### src/rtl/filter_sample_source.sv
// Test-stimulus generator for the FIR datapath: zero/impulse/step/ramp/square/noise samples
// emitted at a programmable rate over a valid/ready handshake.
module filter_sample_source #(
  parameter int unsigned WIDTH     = 8,
  parameter int unsigned CNT_WIDTH = 16,
  parameter logic [7:0]  LFSR_SEED = 8'hA5
) (
  input  logic                 clk,
  input  logic                 reset,
  input  logic                 enable,
  input  logic [2:0]           mode,
  input  logic [7:0]           rate_div,
  input  logic [WIDTH-1:0]     amplitude,
  input  logic [7:0]           period,
  output logic [WIDTH-1:0]     sample_out,
  output logic                 sample_valid,
  input  logic                 sample_ready,
  output logic                 overrun,
  output logic                 busy,
  output logic [CNT_WIDTH-1:0] sample_count
);

  typedef enum logic [1:0] {StIdle, StRun, StDrain} state_e;

  state_e           state_q;
  logic [2:0]       mode_q;
  logic [7:0]       div_q;
  logic             first_q;      // sample index is still 0
  logic [7:0]       phase_cnt_q;
  logic             phase_low_q;
  logic [WIDTH-1:0] ramp_q;
  logic [7:0]       lfsr_q;

  logic             transfer;
  logic             tick;
  logic             lfsr_fb;
  logic [7:0]       period_eff;
  logic [WIDTH-1:0] gen_sample;

  assign transfer   = sample_valid & sample_ready;
  // >= guards against rate_div shrinking below the running divider
  assign tick       = (state_q == StRun) && enable && (div_q >= rate_div);
  assign lfsr_fb    = lfsr_q[7] ^ lfsr_q[5] ^ lfsr_q[4] ^ lfsr_q[3];
  assign period_eff = (period == 8'd0) ? 8'd1 : period;
  assign busy       = (state_q != StIdle);

  always_comb begin
    gen_sample = '0;
    case (mode_q)
      3'd1:    gen_sample = first_q ? amplitude : '0;
      3'd2:    gen_sample = amplitude;
      3'd3:    gen_sample = ramp_q;
      3'd4:    gen_sample = phase_low_q ? '0 : amplitude;
      3'd5:    gen_sample = WIDTH'(lfsr_q) & amplitude;
      default: gen_sample = '0;
    endcase
  end

  always_ff @(posedge clk) begin
    if (reset) begin
      state_q      <= StIdle;
      mode_q       <= 3'd0;
      div_q        <= 8'd0;
      first_q      <= 1'b1;
      phase_cnt_q  <= 8'd0;
      phase_low_q  <= 1'b0;
      ramp_q       <= '0;
      lfsr_q       <= LFSR_SEED;
      sample_out   <= '0;
      sample_valid <= 1'b0;
      overrun      <= 1'b0;
      sample_count <= '0;
    end else begin
      if (transfer) begin
        sample_valid <= 1'b0;
        if (sample_count != '1) sample_count <= sample_count + CNT_WIDTH'(1);
      end
      case (state_q)
        StIdle: begin
          if (enable) begin
            mode_q      <= mode;
            div_q       <= 8'd0;
            first_q     <= 1'b1;
            phase_cnt_q <= 8'd0;
            phase_low_q <= 1'b0;
            ramp_q      <= '0;
            state_q     <= StRun;
          end
        end
        StRun: begin
          if (!enable) begin
            state_q <= (sample_valid && !sample_ready) ? StDrain : StIdle;
          end else begin
            div_q <= tick ? 8'd0 : div_q + 8'd1;
            if (tick) begin
              if (!sample_valid || sample_ready) begin
                // a load here overrides the valid clear from a same-cycle transfer
                sample_out   <= gen_sample;
                sample_valid <= 1'b1;
                first_q      <= 1'b0;
                if (mode_q == 3'd3) ramp_q <= ramp_q + amplitude;
                if (mode_q == 3'd4) begin
                  if (phase_cnt_q + 8'd1 >= period_eff) begin
                    phase_cnt_q <= 8'd0;
                    phase_low_q <= ~phase_low_q;
                  end else begin
                    phase_cnt_q <= phase_cnt_q + 8'd1;
                  end
                end
                if (mode_q == 3'd5) lfsr_q <= {lfsr_q[6:0], lfsr_fb};
              end else begin
                overrun <= 1'b1;
              end
            end
          end
        end
        StDrain: begin
          if (!sample_valid || transfer) state_q <= StIdle;
        end
        default: state_q <= StIdle;
      endcase
    end
  end

endmodule

### config.mk
export PLATFORM = sky130hd
export DESIGN_NAME = filter_sample_source
export DESIGN_NICKNAME = d
export VERILOG_FILES = /design/src/rtl/filter_sample_source.sv
export SDC_FILE = /design/constraint.sdc
export NUM_CORES = 1
export LEC_CHECK = 0
export CAP_MARGIN = 5
export CORE_UTILIZATION = 54
export DETAILED_ROUTE_END_ITERATION = 10
export HOLD_SLACK_MARGIN = 0.1
export PLACE_DENSITY = 0.84
export REMOVE_ABC_BUFFERS = 1
export SLEW_MARGIN = 20
export SYNTH_ARGS = -nofsm -noshare
export SYNTH_HDL_FRONTEND = slang
export SYNTH_SLANG_ARGS = --single-unit
### constraint.sdc
create_clock -name clk -period 2.9 [get_ports clk]
set_clock_uncertainty 0.05 [all_clocks]
set_input_delay 0.58 -clock clk [delete_from_list [all_inputs] [get_ports clk]]
set_output_delay 0.58 -clock clk [all_outputs]
set_load 0.1 [all_outputs]
==> flow_summary.json <==
{
  "outcome": "finished with violations",
  "failed_checks": "design-rule violations",
  "hold_path_class": "reg2reg",
  "start_util_pct": 56.83,
  "synth_area_per_cell_um2": 8.352,
  "synth-edff-count": 0,
  "slowest_delay_ns": 0.46,
  "mostFrequentLayoutCell": "dfxtp_1",
  "leakage_nw": 2.000,
  "layout.nets": 565,
  "ys_seq_area_share_pct": 35.65,
  "drtIter0Drc": 164,
  "worstSetupPathType": "in2reg",
  "yosys_warnings": 0,
  "gp_congestion": 0.8107,
  "end_kind": "flip-flop",
  "worstPathMaxFanout": 7,
  "wl_per_cell_um": 14.83,
  "arrival_ns": 3.02,
  "setup_viol": 0,
  "fin_hold_ws_ns": 0.4351,
  "dpl.hpwl_mm": 6.059,
  "maxSlewHeadroom_pct": 55.06,
  "crit_chain": "clkdlybuf4s50_1 > inv_1 > a41o_1 > ha_1 > nand2b_1 > a21o_1 > a211oi_2 > nor3_2 > a2111oi_4 > buf_6 > buf_4 > nand2_4 > o31ai_2",
  "layout-area-overhead-vs-synth_pct": 26.74,
  "fin_cells": 589,
  "layout_common_cells": "62 x dfxtp_1, 49 x nor2_1, 43 x buf_4",
  "grt_pass1_vias": 3233,
  "grt_pass1_wl_mm": 14.75,
  "fin_crit_sh_pct": 97.00,
  "ant_nets": 0,
  "grt_start_max_net_pins": 38,
  "remaining_drc_errors": 8,
  "io_pins": 58,
  "cp.required_ns": 3.11,
  "finalHoldViolCount": 0,
  "cts_made_buffers": 9,
  "antenna_found_initial": 0,
  "diodes": 0,
  "synth_ff_type": "dfxtp_1",
  "rsz0062_at_grt": "yes",
  "cts_tree": "done",
  "p_per_area_nw_per_um2": 465.0,
  "clkTransAtPathRegs_ns": 0.08,
  "irDropWorstVdd_v": 0.0004984,
  "cap_viol_max_count": 0,
  "clock-sinks": 65,
  "die_w_um": 84.21,
  "ys_types": 54,
  "fp.dieH_um": 84.21,
  "finalPower_mw": 2.151,
  "ctsLongestPathBuffers": 2,
  "fmax_mhz": 355.5,
  "drive_gt1_share_pct": 17.19,
  "synthArstFlopShare_pct": 0,
  "syn_inst": 437,
  "cpMaxStageDelayCell": "clkdlybuf4s50_1",
  "grt_use_total_pct": 25.54,
  "holdBufCountCts": 0,
  "overflow": 0,
  "final_max_slew_viol_count": 0,
  "dieArea_um2": 7091,
  "worstMarginPinSlew_ns": 0.6696,
  "firstDrtPassIters": 8,
  "rows": 29,
  "htreeDepth": 3,
  "portBuffers": 57,
  "clk_latency_ns": 0.35,
  "vias": 3409,
  "min_period_ns": 2.813,
  "start_kind": "input pin",
  "yosys_register_bits": 65,
  "syn_area_um2": 3650,
  "cts-root-buf": "clkbuf_8",
  "detail_route.wirelength_mm": 8.735,
  "core_area_um2": 6422,
  "dp.cells": 571,
  "viasPerCell": 5.788
}
[critical path: cells and delay by family]
| family | cells | cell delay [ns] |
|---|---|---|
| buf+inv | 4 | 0.81 |
| fa+ha+maj | 1 | 0.27 |
| simple gates | 3 | 0.31 |
| compound gates | 5 | 1.04 |
[layout make-up]
type                       count  area, um2
inverter                      31      116.4
sequential                    65       1305
multi-input combinational    325       2197
fill                         499       1797
clock inverter                 7      142.6
timing repair buffer          75      644.4
clock buffer                   9      123.9
tap                           77      96.34
[cells by family after synthesis]
logic type      count (synthesis)  synth area share (%)
buf+inv                        47                 4.936
mux                             3                0.8570
fa+ha+maj                      27                 9.462
xor+xnor                       29                 6.959
simple gates                  160                 21.56
flops                          65                 35.65
compound gates                106                 20.57
[registers in the layout, indices dropped and copies added (netlist names), 2 cells and up]
| register | cells |
|---|---|
| sample_count | 16 |
| phase_cnt_q | 8 |
| sample_out | 8 |
| ramp_q | 8 |
| div_q | 8 |
| state_q | 2 |
| mode_q | 3 |
| lfsr_q | 8 |
[through the flow]
stage	setup slack, ns	TNS [ns]	instance area [um2]	utilization, %
after floorplan	0.2219	0	3586	-
after global placement	-0.2482	-1.827	4313	67.15
after detailed placement	-0.3847	-2.584	4313	67.15
after CTS	0.003816	0	4606	71.71
after global routing	-0.01562	-0.02083	4626	72.02
final	0.08712	0	4626	72.02
[synthesized netlist by cell type, drive strengths merged, types with 4 or more instances]
library cell	instances	area (um2)
dfxtp	65	1301
xor2	13	113.9
nand4	12	81.33
nand2	38	145.1
o32ai	4	35.03
ha	26	325.3
clkbuf	12	45.04
nor2	50	190.2
nand3	26	130.1
nand2b	5	31.28
a21oi	33	176.4
buf	4	18.76
inv	31	116.4
or3	7	43.79
a22oi	8	60.06
a211oi	9	72.57
o21ai	16	80.07
a41o	4	40.04
and3	4	25.02
xnor2	16	140.1
nor4	5	58.80
a21o	15	115.1
nor3	8	40.04
[per-layer routing]
metal,routed length (um),vias to the layer above,global-route usage (%)
met5,0,-,0
met4,146,0,9.248
met3,523,15,5.408
met2,4203,123,42.40
met1,3862,1577,32.90
li1,-,1694,-
[timing repair]
item | 4_1_cts | 5_1_grt
gates resized for setup | 8 | 5
pin swaps | 6 | 6
setup buffers | 2 | 0
endpoints found under the setup margin | 5 | 8
[where the power goes]
group          internal, mW  switching (mW)  total [mW]
combinational         0.100           0.114       0.214
sequential            0.899          0.0103       0.909
clock                 0.659           0.369        1.03
[path summary, 6_finish.rpt]
check / startpoint / end / slack (ns) / depth (start not counted)
setup reg to reg: phase_cnt_q[0] / phase_cnt_q[0] / 0.12 / 11
hold reg to reg: ramp_q[2] / ramp_q[2] / 0.44 / 2
hold / removal: ramp_q[2] / ramp_q[2] / 0.44 / 2
setup / recovery: period[1] / phase_cnt_q[0] / 0.09 / 13
Note: power is estimated with default switching activity, not from simulation.
